## src/rtl/rv32i_types_pkg.sv

```systemverilog
// Shared RV32I types used across the core pipeline.
// Holds the fetch2->decode packet layout.
package rv32i_types_pkg;

    typedef logic [31:0] word_t;

    typedef struct packed {
        logic  token;
        word_t pc;
        word_t pc4;
        word_t instr;
        logic  prediction;
        logic  mal_insn;
        logic  fault_insn;
    } fetch_pkt_t;

endpackage

```

## src/rtl/ooo_fetch2_decode_queue.sv

```systemverilog
// Circular instruction queue between fetch2 and decode.
// Lets fetch run ahead of a stalled decode; flush empties it in one cycle.
module ooo_fetch2_decode_queue
    import rv32i_types_pkg::*;
#(
    parameter int DEPTH = 4,
    parameter int CNT_W = $clog2(DEPTH + 1)
) (
    input  logic             CLK,
    input  logic             nRST,
    input  logic             flush,
    input  logic             enq_valid,
    output logic             enq_ready,
    input  fetch_pkt_t       enq_pkt,
    output logic             deq_valid,
    input  logic             deq_ready,
    output fetch_pkt_t       deq_pkt,
    output logic [CNT_W-1:0] count
);
    localparam int PTR_W = $clog2(DEPTH);

    fetch_pkt_t       mem_q [DEPTH];
    logic [PTR_W-1:0] head_q, head_d;
    logic [PTR_W-1:0] tail_q, tail_d;
    logic [CNT_W-1:0] count_q, count_d;
    logic             enq_fire;
    logic             deq_fire;

    // Ready/valid come only from registered state, never from the other side.
    assign enq_ready = (count_q != CNT_W'(DEPTH));
    assign deq_valid = (count_q != '0);
    assign deq_pkt   = mem_q[head_q];
    assign count     = count_q;

    assign enq_fire = enq_valid && enq_ready && !flush;
    assign deq_fire = deq_valid && deq_ready && !flush;

    always_comb begin
        head_d  = head_q;
        tail_d  = tail_q;
        count_d = count_q;
        if (flush) begin
            head_d  = '0;
            tail_d  = '0;
            count_d = '0;
        end else begin
            if (enq_fire) tail_d = tail_q + PTR_W'(1);
            if (deq_fire) head_d = head_q + PTR_W'(1);
            unique case ({enq_fire, deq_fire})
                2'b10:   count_d = count_q + CNT_W'(1);
                2'b01:   count_d = count_q - CNT_W'(1);
                default: count_d = count_q;
            endcase
        end
    end

    always_ff @(posedge CLK or negedge nRST) begin
        if (!nRST) begin
            head_q  <= '0;
            tail_q  <= '0;
            count_q <= '0;
        end else begin
            head_q  <= head_d;
            tail_q  <= tail_d;
            count_q <= count_d;
        end
    end

    // Payload storage is left unreset; flush and reset only move pointers.
    always_ff @(posedge CLK) begin
        if (enq_fire) mem_q[tail_q] <= enq_pkt;
    end

endmodule

```

## config.mk

```make
export PLATFORM = sky130hd
export DESIGN_NAME = ooo_fetch2_decode_queue
export DESIGN_NICKNAME = d
export VERILOG_FILES = /design/src/rtl/rv32i_types_pkg.sv /design/src/rtl/ooo_fetch2_decode_queue.sv
export SDC_FILE = /design/constraint.sdc
export NUM_CORES = 1
export LEC_CHECK = 0
export BUFFER_PORTS_ARGS = -buffer_cell sky130_fd_sc_hd__buf_2
export CAP_MARGIN = 20
export CORE_MARGIN = 8
export CORE_UTILIZATION = 57
export CTS_CLUSTER_DIAMETER = 100
export DETAILED_ROUTE_END_ITERATION = 7
export MAX_ROUTING_LAYER = met4
export PLACE_DENSITY = 0.83
export SETUP_SLACK_MARGIN = 0.05
export SLEW_MARGIN = 20
export SYNTH_ARGS = -nofsm -noshare
export SYNTH_HDL_FRONTEND = slang
export SYNTH_SLANG_ARGS = --single-unit
```

## constraint.sdc

```tcl
create_clock -name CLK -period 9.65 [get_ports CLK]
set_input_delay 1.4475 -clock CLK [delete_from_list [all_inputs] [get_ports CLK]]
set_output_delay 1.4475 -clock CLK [all_outputs]
set_load 0.05 [all_outputs]
```

After elaboration in Yosys (flattened, before gate mapping)
Memory sizes are Yosys's and may differ from the RTL's.
Cells that the tools add are included.
{"block": "classes", "add_sub_neg": 4, "n_eq_ne": 3, "muxes": 8, "reduce_logical": 9}
{"op": "2-to-1 mux 2 bit", "n": 4}
{"op": "case mux 3 bit (2 select lines)", "n": 1}
{"op": "nonzero test 3 bit", "n": 2}
{"op": "adder 2 x 1 -> 2 bit (second input constant)", "n": 2}
{"op": "logical AND 1 bit", "n": 4}
{"op": "nonzero test 2 bit", "n": 2}
{"op": "adder 3 x 1 -> 3 bit (second input constant)", "n": 1}
{"op": "2-to-1 mux 3 bit", "n": 1}
{"op": "inequality test 3 bit (second input constant)", "n": 1}
{"op": "subtractor 3 x 1 -> 3 bit (second input constant)", "n": 1}
{"op": "equality test 2 x 1 -> 1 bit (second input constant)", "n": 1}
{"op": "equality test 2 bit (second input constant)", "n": 1}
{"op": "2-to-1 mux 1 bit", "n": 2}
{"op": "zero test 1 bit", "n": 1}
{"block": "totals", "register_bits": 7, "ramBits": 400, "in_bits": 105, "output_inout_bits": 105, "elab_cells": 28, "memories": 1}
{"name": "mem_q", "depth": 4, "word_bits": 100, "rd": 1, "rd_ports_with_merged_regs": 0, "write_ports": 1, "line_no": "ooo_fetch2_decode_queue.sv:22", "text": "fetch_pkt_t mem_q [DEPTH];"}

Depth between registers and ports, before layout
Gate-level depths: netlist of the first run.
{"block": "depth", "depth_word": 6, "depth_mapped": 7, "depth_no_buf": 6}

Worst setup path before layout of the first run
Ideal clock, no wire load.
{"block": "synth_path", "path_type": "input-to-reg", "startpoint": "in enq_valid", "endpoint": "mem mem_q[0][0] (netlist bit), enable pin", "setup_time_ns": 0.470, "arrival_ns": 4.311, "required_time_ns": 9.180, "setup_slack_ns": 4.869, "stages": 4, "n_path_buf": 1, "path_cell_list": "buf_2 inv_1 nor3_1 and2_1"}
{"block": "synth_between", "elab_chain_len": 4}
{"element": "start: declaration", "line_no": "ooo_fetch2_decode_queue.sv:12", "text": "input logic enq_valid,"}
{"element": "logical AND 1 bit (2 in series)", "line_no": "ooo_fetch2_decode_queue.sv:35", "text": "assign enq_fire = enq_valid && enq_ready && !flush;"}
{"element": "2-to-1 mux 1 bit", "line_no": "ooo_fetch2_decode_queue.sv:71", "text": "if (enq_fire) mem_q[tail_q] <= enq_pkt;"}
{"element": "2-to-1 mux 1 bit (implied by the code)", "line_no": "ooo_fetch2_decode_queue.sv:71"}
{"element": "end: declaration", "line_no": "ooo_fetch2_decode_queue.sv:22"}
No other way between the ends.

==> metrics.md, run 1 <==
| Metric | Value |
|---|---|
| Status | completed |
| All-Layer GR Usage | 0.186 |
| Critical path arrival | 2.86 ns |
| RD Place Congestion | 0.707 |
| Avg Inst Size Synth | 25.4 um2 |
| ANT nets after route | 0 |
| Compound-Gate Fraction of Synth Area | 0.00717 |
| Final Hold Vio Count | 0 |
| Die Ht | 178 um |
| # rows | 59 |
| Drt wl/cell | 24.5 um |
| Worst setup SP type | flip-flop |
| Initial antenna violation count | 7 |
| Pre-CTS WS | 5.09 ns |
| Register area | 12200 um2 |
| Cell variety after synth | 32 |
| Clock Latency Late Sink | 0.51 ns |
| Design area | 17500 um2 |
| Dominant cells by area after synthesis | edfxtp_1 (80%), mux4_2 (15%), dfrtp_1 (1.2%) |
| CP Capture Point | deq_pkt[47] |
| # IOs | 210 |
| Drt initial violations | 537 |
| Max Clock Freq | 232 MHz |
| Worst-Margin Slew | 0.848 ns |
| Reg clk slew, reported paths | 0.06 ns |
| Slew Viols, Final | 0 |
| RSZ-0062 raised after global routing | no |
| Mapped Cells | 590 |
| Adder-Cell Fraction of Synth Area | 0.00467 |
| H-Tree Depth | 2 |
| Ys flop type | edfxtp_1 |
| CTS tree | done |
| Largest family of logic cells by synthesized area | multiplexers |
| Buffers and inverters on the worst path | 2 |
| Crit-path cells | buf_4 -> mux4_2 -> buf_2 |
| Post-CTS Setup Inserts | 0 |
| Final wirelength | 29100 um |
| First-pass GRT wire length | 43000 um |
| Initial Util | 0.578 |
| Die Wd | 178 um |
| Total number of vias | 6807 |
| Root buf cell | clkbuf_16 |
| Clock Sinks | 407 |
| Worst vdd ir | 0.182 mV |
| Crit-path max FO | 53 |
| Xor-xnor portion of the synthesized cell area | 0.00175 |
| Worst r2r dst | mem_q[1][15]$_DFFE_PP_ |
| Dpl cell area | 16300 um2 |
| CTS Buf Count | 39 |
| Synthesis-to-layout area growth | 16.8% |
| Cell taking the most area after synthesis | edfxtp_1 |
| Via density per instance | 5.73 |
| Worst path max stage delay | 0.94 ns |
| Layout cells sized above 1 | 0.438 |
| Total negative slack | 0 ns |
| Seq/Total Area, Yosys | 0.812 |
| Synth top cells by count | edfxtp_1 (400), mux4_2 (100), buf_2 (11), buf_6 (9), dfrtp_1 (7) |
| Top-area cell type share of the netlist area | 0.800 |
| Grt ovf | 0 |
| Mux contribution to synthesized area | 0.150 |
| Detailed-router iteration count before antenna repair | 4 |
| Crit Path Class | reg -> out |
| Vias in the first global route | 7342 |
| Worst reg2reg path depth | 4 |
| Port Buffers | 209 |
| Rel. slew slack | 0.435 |
| Worst hold-check path type | reg -> reg |
| Pwr/cell area | 229 nW/um2 |
| Largest net degree at the start of global routing | 59 |
| Final nets | 930 |
| Flop2flop setup slack | 6.51 ns |
| Mapped cell area | 15000 um2 |
| Worst EP required | 8.20 ns |
| Yosys reg bits | 407 |
| Delay-heaviest family, CP | flip-flops |
| Crit-path slowest cell | dfrtp_4 |
| Core area | 26000 um2 |
| P_leak | 0.00581 uW |
| Number of flops mapped to enable cells by yosys | 400 |
| Net Count, Synth | 700 |
| Hpwl dp | 17700 um |
| Warnings from Yosys | 0 |
| Post-cts resize count | 0 |
| Worst setup margin | 5.34 ns |
| Post-synth ARST share | 0.0172 |
| Tmin final | 4.31 ns |
| Crit. Startpoint | head_q[1]$_DFFE_PN0P_ |
| Placed Instances | 1112 |
| Worst r2r src | count[0]$_DFFE_PN0P_ |
| Setup crit end kind | output pin |
| Max-Cap Viols | 0 |
| Top-count cell post-synth | edfxtp_1 |
| Period utilization | 0.446 |
| Simple logic cell fraction of the synthesized area | 0.00967 |
| Die area | 31800 um2 |
| # setup viols final | 0 |
| DRC errors left | 0 |
| Fill cells | 1642 |
| Worst Skew | 0.0248 ns |
| CP Depth | 3 |
| CTS Hold Bufs | 0 |
| Multi-input logic area | 2610 um2 |
| Bufs on Longest Clock Path | 3 |
| Post-route insts no fill | 1187 |
==> worst min-delay path, stage by stage, from the launching register on <==
cell	delay, ns
dfrtp_1	0.41
o21ai_0	0.09
a21oi_1	0.06
==> sequential cells by signal (all words and copies together), names as in the netlist <==
| register | cells |
|---|---|
| mem_q | 400 |
| count | 3 |
| head_q | 2 |
| tail_q | 2 |
==> cells in the final DEF, fill, tap and decap left out, types with 5 or more instances in the layout <==
cell type	instances
edfxtp_1	400
buf_2	209
mux4_2	100
clkbuf_16	39
clkbuf_1	11
clkinv_1	8
diode_2	7
a21oi_1	6
buf_4	6
inv_1	5
clkinv_2	5
dfrtp_1	5
==> per-layer routing <==
metal	track usage	up-vias	routed length [um]
met5	-	-	0
met4	0.0382	0	338
met3	0.0481	31	2250
met2	0.295	257	14400
met1	0.245	3519	12100
li1	-	3000	-
==> where the power goes <==
part           leakage (uW)  switching, uW  internal [uW]
Combinational       0.00154            434            200
Sequential          0.00372           32.1           2000
Clock              0.000545            576            768
==> cells by family after synthesis <==
| kind of cell | Yosys count |
|---|---|
| buffers and inverters | 33 |
| AND/OR/NAND/NOR | 25 |
| adder cells (fa/ha/maj) | 5 |
| multiplexers | 100 |
| XOR/XNOR | 3 |
| flip-flops | 407 |
| AO/OA/AOI/OAI | 17 |
==> area by class of cell <==
cell class                 count  share of cell area
clock inverter                16             0.00578
sequential                   407               0.696
tap                          335              0.0239
inverter                       5             0.00107
clock buffer                  50              0.0580
antenna                        7            0.000999
multi-input combinational    150               0.149
timing repair buffer         217              0.0654
==> through the flow <==
| stage | total power (uW) | util | hold WS (ns) |
|---|---|---|---|
| after floorplan | 2560 | - | 0.557 |
| after global placement | 2690 | 0.629 | 0.575 |
| after detailed placement | 2700 | 0.629 | 0.591 |
| after CTS | 4040 | 0.672 | 0.599 |
| after global routing | 4150 | 0.674 | 0.623 |
| final | 4010 | 0.674 | 0.594 |
==> worst min-delay path by stage <==
| stage | from | end | slack (ns) | depth (start not counted) |
|---|---|---|---|---|
| 3_3_place_gp | tail_q[0]$_DFFE_PN0P_ | tail_q[0]$_DFFE_PN0P_ | 0.57 | 2 |
| 4_1_cts | tail_q[0]$_DFFE_PN0P_ | tail_q[0]$_DFFE_PN0P_ | 0.60 | 2 |
| 5_1_grt | tail_q[0]$_DFFE_PN0P_ | tail_q[0]$_DFFE_PN0P_ | 0.62 | 2 |
| 2_1_floorplan | tail_q[0]$_DFFE_PN0P_ | tail_q[0]$_DFFE_PN0P_ | 0.56 | 2 |
| 3_5_place_dp | tail_q[0]$_DFFE_PN0P_ | tail_q[0]$_DFFE_PN0P_ | 0.59 | 2 |
| 6_report | tail_q[0]$_DFFE_PN0P_ | tail_q[0]$_DFFE_PN0P_ | 0.59 | 2 |
No activity file was read; power rests on OpenSTA's default activity.
==> run 2, diff against run 1 <==
--- a/config.mk
+++ b/config.mk
@@ -8,11 +8,11 @@
 export BUFFER_PORTS_ARGS = -buffer_cell sky130_fd_sc_hd__buf_2
 export CAP_MARGIN = 20
 export CORE_MARGIN = 8
-export CORE_UTILIZATION = 57
+export CORE_UTILIZATION = 51
 export CTS_CLUSTER_DIAMETER = 100
 export DETAILED_ROUTE_END_ITERATION = 7
 export MAX_ROUTING_LAYER = met4
-export PLACE_DENSITY = 0.83
+export PLACE_DENSITY = 0.79
 export SETUP_SLACK_MARGIN = 0.05
 export SLEW_MARGIN = 20
 export SYNTH_ARGS = -nofsm -noshare
==> constraint.sdc (replaced) <==
create_clock -name CLK -period 3.62 [get_ports CLK]
set_input_delay 0.543 -clock CLK [delete_from_list [all_inputs] [get_ports CLK]]
set_output_delay 0.543 -clock CLK [all_outputs]
set_load 0.05 [all_outputs]
==> run 2 against run 1 <==
- design area rose by 2.8%
- utilization fell by 6.0 points
- sequential share of layout area fell by 1.9 points
- clock-buffer cell count rose by 4
- setup slack got worse by 4.7 ns
- combinational power rose to 2.7 times the previous value
- worst hold slack got worse by 0.36 ns
- largest power group unchanged
==> metrics.md, run 2 (synthesized netlist as in run 1, its figures left out) <==
| Metric | Value |
|---|---|
| Worst r2r src | count[0]$_DFFE_PN0P_ |
| First-pass GRT wire length | 45300 um (+5.2%) |
| # setup viols final | 0 (unchanged) |
| All-Layer GR Usage | 0.172 (-0.0143) |
| Placed Instances | 1176 (+5.8%) |
| # rows | 63 (+6.8%) |
| Clock Sinks | 407 (unchanged) |
| Flop2flop setup slack | 1.19 ns (-5.32 ns) |
| Die area | 35200 um2 (+11%) |
| Largest net degree at the start of global routing | 69 (+17%) |
| Pint | 8550 uW (+190%) |
| Max-Cap Viols | 0 (unchanged) |
| Slew Viols, Final | 0 (unchanged) |
| Fill cells | 2030 (+24%) |
| Pre-CTS WS | 1.06 ns (-4.03 ns) |
| ANT nets after route | 0 (unchanged) |
| Min-delay src | enq_pkt[28] |
| Die Wd | 188 um (+5.2%) |
| Largest Register | mem_q |
| Max Clock Freq | 338 MHz |
| Worst path max stage delay | 0.63 ns (-0.31 ns) |
| Worst Skew | 0.0172 ns (-0.00767 ns) |
| Max reg flops | 400 (unchanged) |
| Core area | 29300 um2 (+13%) |
| RSZ-0062 raised after global routing | no |
| Total negative slack | 0 ns (unchanged) |
| Worst hold-check path type | in -> reg |
| Pwr/cell area | 635 nW/um2 (+180%) |
| Drt initial violations | 633 (+18%) |
| P_leak | 0.00600 uW (+3.2%) |
| Period utilization | 0.817 |
| Total number of vias | 6917 (+1.6%) |
| Root buf cell | clkbuf_16 |
| Grt ovf | 0 (unchanged) |
| Initial antenna violation count | 8 (+1) |
| Clk pwr share | 0.378 (+0.043) |
| Bufs on Longest Clock Path | 3 (unchanged) |
| Vias in the first global route | 7490 (+2.0%) |
| Most frequent cells in the layout | edfxtp_1 (400), buf_2 (209), mux4_2 (100), clkbuf_16 (43), clkbuf_1 (11) |
| Tmin final | 2.96 ns |
| DRC errors left | 0 (unchanged) |
| CTS tree | done |
| Worst-case hold path end point | mem_q[2][28]$_DFFE_PP_ |
| Via density per instance | 5.49 (-4.2%) |
| Die Ht | 188 um (+5.2%) |
| Worst-Margin Slew | 0.611 ns (-0.237 ns) |
| Crit-path max FO | 44 (-17%) |
| H-Tree Depth | 2 (unchanged) |
| Core Util, Final | 0.614 (-0.0602) |
| Port Buffers | 209 (unchanged) |
| Crit-path cells | buf_12 -> mux4_2 -> buf_2 |
| Layout cells sized above 1 | 0.451 (+0.0128) |
| Register area | 12200 um2 (unchanged) |
| Critical path arrival | 2.42 ns (-0.44 ns) |
| Worst setup margin | 0.661 ns (-4.68 ns) |
| RD Place Congestion | 0.730 (+3.2%) |
| Final wirelength | 29600 um (+1.6%) |
| Multi-input logic area | 2610 um2 (unchanged) |
| Setup crit end kind | output pin |
| Worst EP required | 3.08 ns (-5.12 ns) |
| Synthesis-to-layout area growth | 20.0% |
| Post-route insts no fill | 1259 (+6.1%) |
| Post-cts resize count | 0 (unchanged) |
| Sw Share | 0.252 (-0.00748) |
| Worst vdd ir | 0.502 mV (+170%) |
| Clock Latency Late Sink | 0.52 ns (about the same) |
| Crit Path Class | reg -> out |
| Crit-path slowest cell | dfrtp_4 |
| Worst setup SP type | flip-flop |
| Hpwl dp | 18500 um (+4.6%) |
| Fin Hold WS | 0.234 ns (-0.361 ns) |
| # IOs | 210 (unchanged) |
| Initial Util | 0.512 (-0.0658) |
| Worst reg2reg path depth | 4 (unchanged) |
| Worst r2r dst | mem_q[2][47]$_DFFE_PP_ |
| Logic pwr share | 0.151 (-0.007) |
| Most common cell after layout, fill and taps aside | edfxtp_1 |
| Detailed-router iteration count before antenna repair | 5 (+1) |
| Rel. slew slack | 0.593 (+0.158) |
| Buffers and inverters on the worst path | 2 (unchanged) |
| Reg clk slew, reported paths | 0.06 ns (about the same) |
| Status | completed |
| Delay-heaviest family, CP | flip-flops |
| Drt wl/cell | 23.5 um (-4.2%) |
| CTS Buf Count | 41 (+5.1%) |
| Final nets | 940 (+1.1%) |
| Final Hold Vio Count | 0 (unchanged) |
| Hold Crit Depth | 1 (-1) |
| Seq pwr share | 0.472 (-0.035) |
| Psw | 2890 uW (+180%) |
[run 2: what timing repair did]
item | in CTS | in global routing
endpoints found under the hold margin | 7 | 0
hold buffers | 1 | 0
buffers inserted | 0 | 0
[run 2: layout make-up]
| cell class | instances | area share |
|---|---|---|
| inverters | 5 | 0.00104 |
| clock inverters | 20 | 0.0156 |
| well taps | 390 | 0.0271 |
| multi-input cells | 150 | 0.145 |
| repair buffers | 225 | 0.0711 |
| flip-flops and latches | 407 | 0.677 |
| clock buffers | 54 | 0.0620 |
| diodes | 8 | 0.00111 |
[run 2: power by group through the flow]
| stage | clock network, uW | logic [uW] | registers, uW |
|---|---|---|---|
| 5_1_grt | 4580 | 1810 | 5410 |
| 3_5_place_dp | 0 | 1740 | 5500 |
| 3_3_place_gp | 0 | 1730 | 5490 |
| 6_report | 4320 | 1720 | 5400 |
| 2_1_floorplan | 0 | 1330 | 5470 |
| 4_1_cts | 4420 | 1750 | 5400 |
[run 2: worst max path at each step]
stage | from | to | cells after the start
global placement | enq_valid | mem_q[1][80]$_DFFE_PP_ | 5
CTS | head_q[0]$_DFFE_PN0P_ | deq_pkt[49] | 3
global route | head_q[0]$_DFFE_PN0P_ | deq_pkt[44] | 3
finish | head_q[0]$_DFFE_PN0P_ | deq_pkt[44] | 3
detailed placement | enq_valid | mem_q[3][35]$_DFFE_PP_ | 5
floorplan | count[0]$_DFFE_PN0P_ | mem_q[0][0]$_DFFE_PP_ | 3
[run 2: layer usage]
metal,share of wire,routed length [um],GRT usage
met1,0.40,11800,0.219
met2,0.49,14600,0.266
met4,0.021,615,0.0439
met5,0,0,-
met3,0.086,2540,0.0574
[run 2: through the flow]
stage	total power, uW	cell area, um2
after global placement	7210	16600
after detailed placement	7240	16600
after global routing	11800	18000
after floorplan	6810	15000
after CTS	11600	18000
final	11400	18000
==> run 3, diff against run 2 <==
--- a/config.mk
+++ b/config.mk
@@ -8,11 +8,11 @@
 export BUFFER_PORTS_ARGS = -buffer_cell sky130_fd_sc_hd__buf_2
 export CAP_MARGIN = 20
 export CORE_MARGIN = 8
-export CORE_UTILIZATION = 51
+export CORE_UTILIZATION = 57
 export CTS_CLUSTER_DIAMETER = 100
 export DETAILED_ROUTE_END_ITERATION = 7
 export MAX_ROUTING_LAYER = met4
-export PLACE_DENSITY = 0.79
+export PLACE_DENSITY = 0.83
 export SETUP_SLACK_MARGIN = 0.05
 export SLEW_MARGIN = 20
 export SYNTH_ARGS = -nofsm -noshare
==> constraint.sdc (replaced) <==
create_clock -name CLK -period 3 [get_ports CLK]
set_input_delay 0.45 -clock CLK [delete_from_list [all_inputs] [get_ports CLK]]
set_output_delay 0.45 -clock CLK [all_outputs]
set_load 0.05 [all_outputs]
==> run 3 against run 2 <==
- global-route usage grew 2.6 points
- register-to-register slack lost 0.55 ns
- design area shrank 0.47%
- critical path type unchanged
- highest routed layer unchanged
- sequential share of layout area grew 0.32 points
- non-clock buffer count grew 7
- worst hold slack lost 0.096 ns
- die area shrank 9.7%
- sequential power grew 21%
- wire length grew 3.4%
- clock-buffer cell count shrank 5
- combinational power grew 23%
==> metrics.md, run 3 (synthesized netlist as in run 1, its figures left out) <==
| Metric | Value |
|---|---|
| Largest Register | mem_q |
| Max Clock Freq | 369 MHz |
| Grt ovf | 0 (unchanged) |
| RSZ-0062 raised after global routing | no |
| # rows | 59 (-6.3%) |
| Initial antenna violation count | 5 (-3) |
| CTS Buf Count | 40 (-2.4%) |
| Drt initial violations | 535 (-15%) |
| Setup crit end kind | output pin |
| Worst hold-check path type | in -> reg |
| CTS tree | done |
| All-Layer GR Usage | 0.198 (+0.0255) |
| Total number of vias | 7043 (+1.8%) |
| Via density per instance | 5.84 (+6.2%) |
| Max reg flops | 400 (unchanged) |
| Die Wd | 178 um (-4.9%) |
| Final wirelength | 30600 um (+3.4%) |
| Drt wl/cell | 25.3 um (+7.9%) |
| Final Hold Vio Count | 0 (unchanged) |
| Max-Cap Viols | 0 (unchanged) |
| Min-delay src | enq_pkt[68] |
| Most common cell after layout, fill and taps aside | edfxtp_1 |
| Hpwl dp | 18900 um (+2.3%) |
| Worst path max stage delay | 0.73 ns (+0.10 ns) |
| H-Tree Depth | 2 (unchanged) |
| Post-cts resize count | 0 (unchanged) |
| Port Buffers | 209 (unchanged) |
| Worst EP required | 2.55 ns (-0.53 ns) |
| Tmin final | 2.71 ns |
| Initial Util | 0.578 (+0.0658) |
| Synthesis-to-layout area growth | 19.5% |
| # IOs | 210 (unchanged) |
| Vias in the first global route | 7644 (+2.1%) |
| Bufs on Longest Clock Path | 3 (unchanged) |
| Period utilization | 0.902 |
| Reg clk slew, reported paths | 0.06 ns (about the same) |
| Pre-CTS WS | 0.574 ns (-0.488 ns) |
| Worst setup SP type | flip-flop |
| Largest net degree at the start of global routing | 72 (+4.3%) |
| Detailed-router iteration count before antenna repair | 5 (unchanged) |
| Critical path arrival | 2.26 ns (-0.16 ns) |
| Worst-Margin Slew | 0.472 ns (-0.138 ns) |
| Post-route insts no fill | 1207 (-4.1%) |
| Crit-path max FO | 30 (-32%) |
| Final nets | 946 (+0.64%) |
| Core Util, Final | 0.690 (+0.0757) |
| RD Place Congestion | 0.703 (-3.6%) |
| Total negative slack | 0 ns (unchanged) |
| Most frequent cells in the layout | edfxtp_1 (400), buf_2 (209), mux4_2 (100), clkbuf_16 (41), buf_12 (13) |
| First-pass GRT wire length | 45300 um (+0.17%) |
| Worst setup margin | 0.293 ns (-0.368 ns) |
| DRC errors left | 0 (unchanged) |
| Crit. Startpoint | head_q[1]$_DFFE_PN0P_ |
| Worst r2r src | count[0]$_DFFE_PN0P_ |
| Die area | 31800 um2 (-9.7%) |
| # setup viols final | 0 (unchanged) |
| Status | completed |
| P_leak | 0.00600 uW (about the same) |
| Clock Sinks | 407 (unchanged) |
| Die Ht | 178 um (-4.9%) |
| Rel. slew slack | 0.685 (+0.0922) |
| Crit-path cells | buf_4 -> mux4_2 -> buf_2 |
| Crit Path Class | reg -> out |
| Crit-path slowest cell | dfrtp_4 |
| ANT nets after route | 0 (unchanged) |
| Pwr/cell area | 752 nW/um2 (+18%) |
| Core area | 26000 um2 (-11%) |
| Clock Latency Late Sink | 0.52 ns (about the same) |
| Layout cells sized above 1 | 0.454 (+0.00317) |
| Placed Instances | 1127 (-4.2%) |
| Worst Skew | 0.0137 ns (-0.00346 ns) |
| Root buf cell | clkbuf_16 |
| Total power draw | 13500 uW (+18%) |
| Slew Viols, Final | 0 (unchanged) |
| Worst vdd ir | 0.535 mV (+6.6%) |
-- run 3: changes by cell type in the layout (fill, tap and decap cells not counted), moves of 3 or more --
cell / before / now
buf_12: 9 / 13
bufinv_16: 7 / 4
clkbuf_1: 11 / 8
clkinv_1: 5 / 8
-- run 3: path summary, 6_finish.rpt --
path / cells after the start / slack [ns] / to
worst max-delay path: 3 / 0.29 / deq_pkt[45]
worst min-delay path: 1 / 0.14 / mem_q[0][68]$_DFFE_PP_
worst max register to register: 4 / 0.64 / mem_q[3][99]$_DFFE_PP_
worst min register to register: 2 / 0.60 / tail_q[0]$_DFFE_PN0P_
max in group asynchronous: 2 / 2.51 / head_q[1]$_DFFE_PN0P_
min in group asynchronous: 2 / 0.29 / count[2]$_DFFE_PN0P_
-- run 3: timing repair --
item / CTS / global route
setup endpoints to repair: 0 / 4
hold buffers: 1 / 0
hold endpoints to repair: 7 / 0
buffers inserted: 0 / 1
-- run 3: where the power goes --
group | switching (uW) | internal (uW)
logic | 1440 | 682
clock network | 1990 | 2860
registers | 86.4 | 6430
total | 3510 | 9970
-- run 3: cell type report --
class                           instances  area (um2)
Clock inverter                         23         223
Clock buffer                           49        1060
Fill cell                            1565        8060
Sequential cell                       407       12200
Antenna cell                            6        15.0
Tap cell                              335         419
Multi-Input combinational cell        150        2610
Inverter                                5        18.8
Timing Repair Buffer                  232        1390
-- run 3: worst max-delay path: cells and delay by family (launching register included) --
kind | cells | cell delay [ns]
buf+inv | 2 | 0.61
mux | 1 | 0.39
flops | 1 | 0.73
-- run 3: routing by layer --
layer	GRT usage	vias up	wire length (um)	share of wire
li1	-	3038	-	-
met1	0.249	3635	11900	0.39
met2	0.322	313	15500	0.51
met3	0.0445	57	2510	0.082
met4	0.0551	0	706	0.023
met5	-	-	0	0
-- run 3: per-stage QoR --
step | hold WS [ns] | instance area (um2)
floorplan | 0.154 | 15000
global placement | 0.305 | 16600
detailed placement | 0.302 | 16600
CTS | 0.116 | 17900
global route | 0.124 | 17900
finish | 0.138 | 17900
